`config.mk`:
```
export PLATFORM = sky130hd
export DESIGN_NAME = projection_histogram
export DESIGN_NICKNAME = d
export VERILOG_FILES = /design/src/rtl/projection_histogram_pkg.sv /design/src/rtl/projection_histogram_hist_bin_ram.sv /design/src/rtl/projection_histogram.sv
export SDC_FILE = /design/constraint.sdc
export NUM_CORES = 2
export LEC_CHECK = 0
export ABC_AREA = 1
export CELL_PAD_IN_SITES_DETAIL_PLACEMENT = 1
export CELL_PAD_IN_SITES_GLOBAL_PLACEMENT = 1
export CORE_ASPECT_RATIO = 1.2
export CORE_MARGIN = 10
export CORE_UTILIZATION = 35
export CTS_CLUSTER_DIAMETER = 120
export DETAILED_ROUTE_END_ITERATION = 10
export HOLD_SLACK_MARGIN = 0.02
export PLACE_DENSITY = 0.56
export SETUP_SLACK_MARGIN = 0.2
export SYNTH_ARGS = -nofsm -noshare
export SYNTH_HDL_FRONTEND = slang
export SYNTH_SLANG_ARGS = --single-unit
```
`constraint.sdc`:
```
create_clock -name clk -period 13.3 [get_ports clk]
set_input_delay 2.66 -clock clk [delete_from_list [all_inputs] [get_ports clk]]
set_output_delay 2.66 -clock clk [all_outputs]
set_load 0.03 [all_outputs]
```
`src/rtl/projection_histogram_pkg.sv`:
```
// Shared definitions for the projection histogram: command FSM encoding,
// drain length and the bin saturation ceiling helper.
package projection_histogram_pkg;

    typedef enum logic [2:0] {
        IDLE,
        ACCUM,
        DRAIN,
        READ,
        CLEAR
    } state_t;

    // Cycles spent in DRAIN so the two-stage update pipeline empties.
    localparam int DRAIN_CYCLES = 2;

    // All-ones value of a width-bit bin counter (saturation ceiling, COUNT_MAX).
    function automatic logic [31:0] count_max(input int unsigned width);
        return (width >= 32) ? 32'hFFFF_FFFF : ((32'd1 << width) - 32'd1);
    endfunction

endpackage

```
`src/rtl/projection_histogram_hist_bin_ram.sv`:
```
// hist_bin_ram: one projection axis. Bin memory with a two-stage
// read-modify-write increment pipeline (with forwarding of the previous
// write), a clear write port and a registered read port for streaming.
module hist_bin_ram
    import projection_histogram_pkg::*;
#(
    parameter int DEPTH   = 240,
    parameter int ADDR_W  = 8,
    parameter int COUNT_W = 8
) (
    input  logic               clk,
    input  logic               reset_n,
    input  logic               acc_valid,
    input  logic               acc_inc,
    input  logic [ADDR_W-1:0]  acc_addr,
    input  logic               clr_en,
    input  logic [ADDR_W-1:0]  clr_addr,
    input  logic               rd_en,
    input  logic [ADDR_W-1:0]  rd_addr,
    output logic [COUNT_W-1:0] rd_data
);

    localparam logic [COUNT_W-1:0] COUNT_MAX = COUNT_W'(count_max(COUNT_W));

    logic [COUNT_W-1:0] mem [DEPTH];
    logic [COUNT_W-1:0] rd_q;

    logic               s1_valid;
    logic               s1_inc;
    logic [ADDR_W-1:0]  s1_addr;

    logic               wr_valid;
    logic [ADDR_W-1:0]  wr_addr;
    logic [COUNT_W-1:0] wr_data;

    logic               acc_we;
    logic [ADDR_W-1:0]  raddr;
    logic [COUNT_W-1:0] operand;
    logic [COUNT_W-1:0] sum;

    assign acc_we  = s1_valid & s1_inc;
    assign raddr   = rd_en ? rd_addr : acc_addr;
    assign rd_data = rd_q;

    // Stage 2: pick the freshest bin value and add the increment, saturating.
    always_comb begin
        // NOTE: every always_comb output gets a default first so no latch is inferred.
        operand = rd_q;
        sum     = '0;
        // The memory read for this pixel was issued in the same edge as the
        // previous write landed, so that write must be forwarded.
        if (wr_valid && (wr_addr == s1_addr)) begin
            operand = wr_data;
        end
        if (operand == COUNT_MAX) begin
            sum = COUNT_MAX;
        end else begin
            sum = operand + COUNT_W'(s1_inc);
        end
    end

    // Stage 1 register and last-write record used for forwarding.
    always_ff @(posedge clk or negedge reset_n) begin
        // NOTE: sequential state is updated with non-blocking assignments only.
        if (!reset_n) begin
            s1_valid <= 1'b0;
            s1_inc   <= 1'b0;
            s1_addr  <= '0;
            wr_valid <= 1'b0;
            wr_addr  <= '0;
            wr_data  <= '0;
        end else begin
            s1_valid <= acc_valid;
            s1_inc   <= acc_inc;
            s1_addr  <= acc_addr;
            wr_valid <= acc_we;
            wr_addr  <= s1_addr;
            wr_data  <= sum;
        end
    end

    // Bin storage: clear or increment write, plus registered read.
    always_ff @(posedge clk) begin
        // NOTE: the bin array is deliberately not reset so it maps to block RAM; CLEAR zeroes it.
        if (clr_en) begin
            mem[clr_addr] <= '0;
        end else if (acc_we) begin
            mem[s1_addr] <= sum;
        end
        rd_q <= mem[raddr];
    end

endmodule

```
`src/rtl/projection_histogram.sv`:
```
// projection_histogram: per-column and per-row foreground pixel counts with a
// command FSM (IDLE, ACCUM, DRAIN, READ, CLEAR) that accumulates, streams and
// clears both projections. Optional feature macro HIST_PEAK_EN adds running
// peak value/index outputs tracked during READ.
module projection_histogram
    import projection_histogram_pkg::*;
#(
    parameter int IMWIDTH  = 240,
    parameter int IMHEIGHT = 180,
    parameter int ADDR_W   = 8,
    parameter int COUNT_W  = 8
) (
    input  logic               clk,
    input  logic               reset_n,
    input  logic               start_accum,
    input  logic               stop_accum,
    input  logic               pixel_valid,
    input  logic [ADDR_W-1:0]  x_addr,
    input  logic [ADDR_W-1:0]  y_addr,
    input  logic               pixel_data,
    input  logic               read_req,
    input  logic               clear_req,
    output logic [COUNT_W-1:0] x_hist_out,
    output logic               x_valid,
    output logic               x_last,
    output logic [COUNT_W-1:0] y_hist_out,
    output logic               y_valid,
    output logic               y_last,
    output logic               busy,
    output logic               done
`ifdef HIST_PEAK_EN
    ,
    output logic [COUNT_W-1:0] x_peak_val,
    output logic [COUNT_W-1:0] y_peak_val,
    output logic [ADDR_W-1:0]  x_peak_idx,
    output logic [ADDR_W-1:0]  y_peak_idx
`endif
);

    localparam int N_MAX = (IMWIDTH > IMHEIGHT) ? IMWIDTH : IMHEIGHT;
    // One extra bit so the READ counter can reach N_MAX itself.
    localparam int CNT_W = ADDR_W + 1;

    localparam logic [CNT_W-1:0] X_DEPTH   = CNT_W'(IMWIDTH);
    localparam logic [CNT_W-1:0] Y_DEPTH   = CNT_W'(IMHEIGHT);
    localparam logic [CNT_W-1:0] READ_END  = CNT_W'(N_MAX);
    localparam logic [CNT_W-1:0] CLEAR_END = CNT_W'(N_MAX - 1);
    localparam logic [CNT_W-1:0] DRAIN_END = CNT_W'(DRAIN_CYCLES - 1);

    state_t             state, state_next;
    logic [CNT_W-1:0]   cnt, cnt_next;
    logic               done_next;

    logic               x_in_range, y_in_range;
    logic               x_rd_en, y_rd_en;
    logic               x_clr_en, y_clr_en;
    logic [COUNT_W-1:0] x_rd_data, y_rd_data;

    assign x_in_range = ({1'b0, x_addr} < X_DEPTH);
    assign y_in_range = ({1'b0, y_addr} < Y_DEPTH);
    assign x_rd_en    = (state == READ)  && (cnt < X_DEPTH);
    assign y_rd_en    = (state == READ)  && (cnt < Y_DEPTH);
    assign x_clr_en   = (state == CLEAR) && (cnt < X_DEPTH);
    assign y_clr_en   = (state == CLEAR) && (cnt < Y_DEPTH);

    assign busy       = (state != IDLE);
    assign x_hist_out = x_valid ? x_rd_data : '0;
    assign y_hist_out = y_valid ? y_rd_data : '0;

    // Next-state and counter logic for the command FSM.
    always_comb begin
        state_next = state;
        cnt_next   = cnt;
        done_next  = 1'b0;
        case (state)
            IDLE: begin
                cnt_next = '0;
                if (clear_req) begin
                    state_next = CLEAR;
                end else if (read_req) begin
                    state_next = READ;
                end else if (start_accum) begin
                    state_next = ACCUM;
                end
            end
            ACCUM: begin
                if (stop_accum) begin
                    state_next = DRAIN;
                    cnt_next   = '0;
                end
            end
            DRAIN: begin
                if (cnt == DRAIN_END) begin
                    state_next = IDLE;
                    cnt_next   = '0;
                    done_next  = 1'b1;
                end else begin
                    cnt_next = cnt + 1'b1;
                end
            end
            // Runs one cycle past the last address so done follows the last beat.
            READ: begin
                if (cnt == READ_END) begin
                    state_next = IDLE;
                    cnt_next   = '0;
                    done_next  = 1'b1;
                end else begin
                    cnt_next = cnt + 1'b1;
                end
            end
            CLEAR: begin
                if (cnt == CLEAR_END) begin
                    state_next = IDLE;
                    cnt_next   = '0;
                    done_next  = 1'b1;
                end else begin
                    cnt_next = cnt + 1'b1;
                end
            end
            default: begin
                state_next = IDLE;
                cnt_next   = '0;
            end
        endcase
    end

    // FSM state, counter and registered stream flags / done pulse.
    always_ff @(posedge clk or negedge reset_n) begin
        if (!reset_n) begin
            state   <= IDLE;
            cnt     <= '0;
            x_valid <= 1'b0;
            x_last  <= 1'b0;
            y_valid <= 1'b0;
            y_last  <= 1'b0;
            done    <= 1'b0;
        end else begin
            state   <= state_next;
            cnt     <= cnt_next;
            x_valid <= x_rd_en;
            x_last  <= x_rd_en && (cnt == X_DEPTH - 1'b1);
            y_valid <= y_rd_en;
            y_last  <= y_rd_en && (cnt == Y_DEPTH - 1'b1);
            done    <= done_next;
        end
    end

    hist_bin_ram #(
        .DEPTH   (IMWIDTH),
        .ADDR_W  (ADDR_W),
        .COUNT_W (COUNT_W)
    ) u_x_bins (
        .clk       (clk),
        .reset_n   (reset_n),
        .acc_valid ((state == ACCUM) && pixel_valid && x_in_range),
        .acc_inc   (pixel_data),
        .acc_addr  (x_addr),
        .clr_en    (x_clr_en),
        .clr_addr  (cnt[ADDR_W-1:0]),
        .rd_en     (x_rd_en),
        .rd_addr   (cnt[ADDR_W-1:0]),
        .rd_data   (x_rd_data)
    );

    hist_bin_ram #(
        .DEPTH   (IMHEIGHT),
        .ADDR_W  (ADDR_W),
        .COUNT_W (COUNT_W)
    ) u_y_bins (
        .clk       (clk),
        .reset_n   (reset_n),
        .acc_valid ((state == ACCUM) && pixel_valid && y_in_range),
        .acc_inc   (pixel_data),
        .acc_addr  (y_addr),
        .clr_en    (y_clr_en),
        .clr_addr  (cnt[ADDR_W-1:0]),
        .rd_en     (y_rd_en),
        .rd_addr   (cnt[ADDR_W-1:0]),
        .rd_data   (y_rd_data)
    );

`ifdef HIST_PEAK_EN
    logic [ADDR_W-1:0] beat_idx;

    // Running peak search over the streamed bins; strict compare keeps the lowest index on ties.
    always_ff @(posedge clk or negedge reset_n) begin
        if (!reset_n) begin
            beat_idx   <= '0;
            x_peak_val <= '0;
            y_peak_val <= '0;
            x_peak_idx <= '0;
            y_peak_idx <= '0;
        end else begin
            beat_idx <= cnt[ADDR_W-1:0];
            if ((state == IDLE) && (state_next == READ)) begin
                x_peak_val <= '0;
                y_peak_val <= '0;
                x_peak_idx <= '0;
                y_peak_idx <= '0;
            end else begin
                if (x_valid && (x_hist_out > x_peak_val)) begin
                    x_peak_val <= x_hist_out;
                    x_peak_idx <= beat_idx;
                end
                if (y_valid && (y_hist_out > y_peak_val)) begin
                    y_peak_val <= y_hist_out;
                    y_peak_idx <= beat_idx;
                end
            end
        end
    end
`endif

endmodule
```
### Yosys cells after proc, flatten, opt, wreduce, memory -nomap -nowiden

Memories as Yosys holds them, arrays and structs flattened. A register that Yosys moved wholly into a read port is not among the register bits.
Index checks and enable logic that the tools add are counted.

* bits in registers: 70
* bits in writable memories: 3360
* bits of input ports: 24
* output and inout port bits: 22
* logic and storage cells: 103
* memories kept: 2

* $add $sub $neg: 3
* $lt $le $gt $ge: 4
* equality and inequality tests: 17
* muxes and demuxes: 41
* bitwise gates (word level): 2
* reduce and logical (&&, ||, !) cells: 16

Memory list
* u_x_bins.mem: depth 240, width 8, read ports 1, clocked after Yosys merged registers in 1, wr ports 1, RTL line projection_histogram_hist_bin_ram.sv:25 `logic [COUNT_W-1:0] mem [DEPTH];`
* u_y_bins.mem: depth 180, width 8, read ports 1, clocked after Yosys merged registers in 1, wr ports 1, RTL line projection_histogram_hist_bin_ram.sv:25

Operator list (number)
* 2-to-1 mux 8 bit: 12
* 2-to-1 mux 9 bit: 4
* case mux 9 bit (4 select lines): 1
* equality test 9 x 8 -> 1 bit (second input constant): 3
* 2-to-1 mux 3 bit: 7
* < comparator 9 x 8 -> 1 bit (second input constant): 2
* adder 8 x 1 -> 8 bit: 2
* equality test 8 bit: 2
* equality test 8 bit (second input constant): 2
* < comparator 8 bit (second input constant): 2
* OR reduction 8 bit: 2
* 2-to-1 mux 1 bit: 15
* case mux 3 bit (5 select lines): 1
* logical AND 1 bit: 11
* adder 9 x 1 -> 9 bit (second input constant): 1
* equality test 9 x 1 -> 1 bit (second input constant): 1
* equality test 3 x 2 -> 1 bit (second input constant): 2
* AND reduction 5 bit: 1
* != test 2 x 1 -> 1 bit (second input constant): 2
* != test 2 bit (second input constant): 2
* != test 4 bit (second input constant): 1
* equality test 3 x 1 -> 1 bit (second input constant): 1
* equality test 3 bit (second input constant): 1
* logical NOT 3 bit: 1
* 3 further kinds: 4

### Logic depth before layout (Yosys ltp)

* depth in word-level cells: 6
* depth in mapped cells: 20
* gate-level depth less buffers: 18

### Modules after synthesis

Synthesis repeated with hierarchy kept, for this count alone.

* cells, all modules: 14326
* area, all modules: 150115.2 µm²

Modules (own cells, without submodules)
* hist_bin_ram (u_x_bins): instances 1, cells each 8257, area each 85490.7 µm², sequential area each 58491.1 µm²
* hist_bin_ram (u_y_bins): instances 1, cells each 5904, area each 63465.9 µm², sequential area each 44077.3 µm²
* projection_histogram: instances 1, cells each 165, area each 1158.6 µm², sequential area each 425.4 µm²

### Worst setup path before layout

Ideal clock, no wire load.

* path type: reg-to-reg
* from: reg u_x_bins.s1_addr[7]
* to: mem u_x_bins.mem[0][3] (data pin)
* setup time: 1.493 ns
* data arrival time: 8.495 ns
* required time: 11.807 ns
* setup slack: 3.312 ns
* cell stages (with the launch flop): 15
* buffers on the path: 0
* clock period less this slack: 9.988 ns
* path through: dfrtp_1 > inv_1 > nor2_1 > nor4_1 > nand3_2 > inv_1 > or2_2 > o21ai_0 > inv_1 > ha_1 > inv_1 > nor3_1 > xor2_1 > inv_1 > a21oi_1

* cells in the longest elaborated chain, start to end: 6
* elaborated cells between the ends (all ways): 7
* those cells by class: 1 x add/sub; 2 x eq/ne; 3 x mux; 1 x reduce/logical

Ends and longest elaborated chain
* from (decl): RTL line projection_histogram_hist_bin_ram.sv:30 `logic [ADDR_W-1:0] s1_addr;`
* from (signal assigned): RTL line projection_histogram_hist_bin_ram.sv:75 `s1_addr <= acc_addr;`
* equality test 8 bit (*): RTL line projection_histogram_hist_bin_ram.sv:52 `if (wr_valid && (wr_addr == s1_addr)) begin`
* logical AND 1 bit (*): RTL line projection_histogram_hist_bin_ram.sv:52
* 2-to-1 mux 8 bit (*): RTL line projection_histogram_hist_bin_ram.sv:52
* adder 8 x 1 -> 8 bit or equality test 8 bit (tied branches): RTL line projection_histogram_hist_bin_ram.sv:58, projection_histogram_hist_bin_ram.sv:55
* 2-to-1 mux 8 bit (*): RTL line projection_histogram_hist_bin_ram.sv:55 `if (operand == COUNT_MAX) begin`
* 2-to-1 mux 8 bit (no source line) (*)
* to (decl): RTL line projection_histogram_hist_bin_ram.sv:25

Every way passes the cells marked *; elsewhere a longest branch is shown, timed or not.

### Worst setup path in the final report

* from: in x_addr[1]
* to: reg u_x_bins.rd_q[5] (netlist: u_x_bins.rd_data[5]), read port of u_x_bins.mem

* cells in the longest elaborated chain, start to end: 1

Ends and longest elaborated chain
* from (decl): RTL line projection_histogram.sv:18 `input logic [ADDR_W-1:0] x_addr,`
* 2-to-1 mux 8 bit: RTL line projection_histogram_hist_bin_ram.sv:42 `assign raddr = rd_en ? rd_addr : acc_addr;`
* to (decl): RTL line projection_histogram_hist_bin_ram.sv:26 `logic [COUNT_W-1:0] rd_q;`

No other way between the ends.
A chain may end at the register's enable or synchronous reset.

==> impl_metrics.yaml <==
global_route:
  grt_max_degree: 195
  antenna_found_initial: 25
  grt_overflow_total: 0
  grtUsageTotal: 0.2016
  grt_pass1_vias: 99900
  grt_pass1_wl_um: 679500
route:
  postRouteAntennaNets: 0
  vias: 96110
  drtIter0Drc: 7102
  vias_per_cell: 5.233
  drt-pass1-iter-count: 5
  drt-total-wl_um: 461800
  wire_per_inst_um: 25.15
  drcViolationCount: 0
final_layout:
  reg_top3: "u_x_bins.mem x1920, u_y_bins.mem x1440, cnt x9"
  register_area_sq_um: 103000
  fillCellCount: 44100
  num-nets-final: 12590
  top_register: "u_x_bins.mem"
  largest_register_ffs: 1920
  area_delta_synth_final_pct: 11.94
  multiInputGateArea_sq_um: 33840
  fin_cells: 18370
  layout-drive-gt1-share: 0.05874
yosys:
  synth_top_area_share: 0.6953
  yosysUniqueCellTypes: 45
  synth_top_family_by_area: "simple AND/OR/NAND/NOR gates"
  ys_seq_area_frac: 0.7095
  yosysMostFrequentCell: "edfxtp_1"
  synthTopCellsByArea: "edfxtp_1, nand2_1, nand3_1"
  yosysWarningCount: 0
  synth_xor_xnor_area_share: 0.0008449
  async_flop_share: 0.02031
  synthesis.instances: 12780
  synth_mux_area_frac: 0
  postSynthAreaPerCell_sq_um: 11.35
  synth_compound_area_frac: 0.05863
  synthFlopType: "edfxtp_1"
  synthSimpleGateAreaFrac: 0.1701
  synth_edf_count: 3360
  ys_seq_elements: 3446
  synth_top_area_cell: "edfxtp_1"
  synth_common_cells: "edfxtp_1, nand2_1, nand3_1, inv_1, nor2_1"
  yosys.area_share.adder: 0.0006035
  synth_nets: 12810
  synth_area_sq_um: 145100
flow_run:
  maxCapViolations: 0
place:
  portBuffers: 45
  gp_congestion: 0.8183
  dp_slack_ns: 5.306
  dp_cells: 17670
  place_hpwl_um: 263300
worst_setup_path:
  critPathTopFamily: "buffers and inverters"
  critical-path-max-stage-delay_ns: 0.84
  critPathCaptureType: "flip-flop"
  path_max_fanout: 159
  rr_worst_depth: 15
  crit_path_cell_trace: "clkdlybuf4s50_1, nand2_1, o21ai_4, buf_12, buf_4, buf_12, buf_4, o21ai_0, o21bai_1, nand3_1, nand3_1, nand2_1, nand2_1, nand3_1, nand3_1, nand2_1"
  worstSetupPathType: "in -> reg"
  cp_data_required_time_ns: 14.20
  startpoint_type: "input pin"
  arrival_ns: 8.00
  crit_cells: 16
  slowest_stage: "clkdlybuf4s50_1"
  r2r-start: "u_y_bins.s1_addr[7]"
  rrSetupSlack_ns: 7.34
  critPathBufInv: 5
  r2r-end: "u_y_bins.mem[4][6]"
power:
  power.total_mw: 25.53
  power.internal_mw: 18.55
  seq_power_share: 0.471
  power.density_nw_per_um2: 157.2
  vdd_ir_drop_max_mv: 0.1300
  combPwrFrac: 0.128
  switching_power_mw: 6.984
  p_leak_nw: 58.89
  swShare: 0.2735
  clkPwrFrac: 0.401
timing:
  grt_setup_unrepaired: "no"
  relSlewSlack: 0.1859
  tns_ns: 0
  whs_ns: 0.4016
  fin_skew_ns: 0.07154
  slew_violations: 0
  hold_viol_final: 0
  fmax_mhz: 140.8
  tightestPinTransition_ns: 1.221
  finalCriticalPeriod_ns: 7.102
  finalSetupViolations: 0
  fin_crit_sh: 0.5340
  setup_slack_ns: 6.198
clock_tree:
  cts_tree: "yes"
  cts-htree-levels: 5
  clockRootBuffer: "clkbuf_16"
  ctsResizeCount: 0
  insertion_delay_ns: 0.99
  clk_pin_slew_ns: 0.06
  cts_buffer_depth: 4
  post_cts_buffers: 0
  holdBufCountCts: 0
  cts_buffers: 372
  cts.sinks: 3446
die:
  rows: 259
  die_h_um: 725.4
  start_util: 0.3507
  die_area_sq_um: 440900
  coreArea_sq_um: 413800
  die_w_um: 607.8
  boundaryPins: 46
worst_hold_path:
  min_path_cells: 0
  hold_start: "u_x_bins.s1_addr[3]"
  min_to: "u_x_bins.wr_addr[3]"
  hold_class: "reg -> reg"
outcome:
  outcome: "finished, final reports clean"
==> cell families after synthesis <==
| logic type | count (synthesis) |
|---|---|
| flops | 3446 |
| buf+inv | 2138 |
| compound gates | 1306 |
| fa+ha+maj | 7 |
| xor+xnor | 14 |
| simple gates | 5870 |
==> area by class of cell <==
class,count,share of cell area
flip-flops and latches,3446,0.6339
multi-input cells,7197,0.2083
clock buffers,470,0.06073
well taps,5481,0.04222
inverters,1357,0.03163
clock inverters,212,0.01172
repair buffers,189,0.01134
diodes,13,0.0002003
==> power groups by stage <==
stage	clock network [mW]	logic, mW	registers, mW
floorplan	0	2.03	12.2
global placement	0	3.26	12.2
detailed placement	0	3.31	12.2
CTS	10.5	3.32	12.0
global route	10.9	3.59	12.0
finish	10.2	3.27	12.0
==> how the worst max path moves through the flow <==
stage | end | slack (ns) | startpoint
after floorplan | u_x_bins.mem[0][3] | 3.31 | u_x_bins.s1_addr[7]
after global placement | u_x_bins.rd_data[7] | 5.31 | x_addr[1]
after detailed placement | u_x_bins.rd_data[5] | 5.31 | x_addr[1]
after CTS | u_x_bins.rd_data[5] | 6.35 | x_addr[1]
after global routing | u_x_bins.rd_data[1] | 5.96 | x_addr[1]
final | u_x_bins.rd_data[5] | 6.20 | x_addr[1]
==> per-stage QoR <==
step / cell area [sq um] / util
6_report: 162400 / 0.3926
5_1_grt: 162400 / 0.3925
4_1_cts: 162400 / 0.3925
3_5_place_dp: 150600 / 0.3640
3_3_place_gp: 150600 / 0.3640
2_1_floorplan: 145100 / -
==> routing by layer <==
layer  track usage  share of wire  up-vias
met5             0        0.00022        -
met4       0.06922          0.038       16
met3       0.02587          0.044      699
met2        0.3506           0.49     2051
met1        0.2597           0.43    49620
li1              -              -    43720
==> cell usage in the layout, fill, tap and decap left out, types with 14 or more instances in the layout <==
cell             netlist  final
clkinv_1               5     85
nand3_2                5     14
dfxtp_1               16     16
nor3_1                29     25
o211ai_1             732    732
inv_1               1346   1340
buf_4                 45    120
a21oi_1               46     36
clkinv_2               0     72
clkbuf_16              0    379
edfxtp_1            3360   3360
o22ai_1               15     15
clkdlybuf4s50_1        0     44
buf_12                 0     25
nor2_1               736    734
bufinv_16              0     31
nand3b_1              56     56
o21ai_0              428    427
o21bai_1              16     16
clkbuf_1             246     87
o21ai_1               48     42
nand2_1             3227   3226
nand3_1             1773   1757
dfrtp_1               70     70
(Power assumes the default switching activity.)
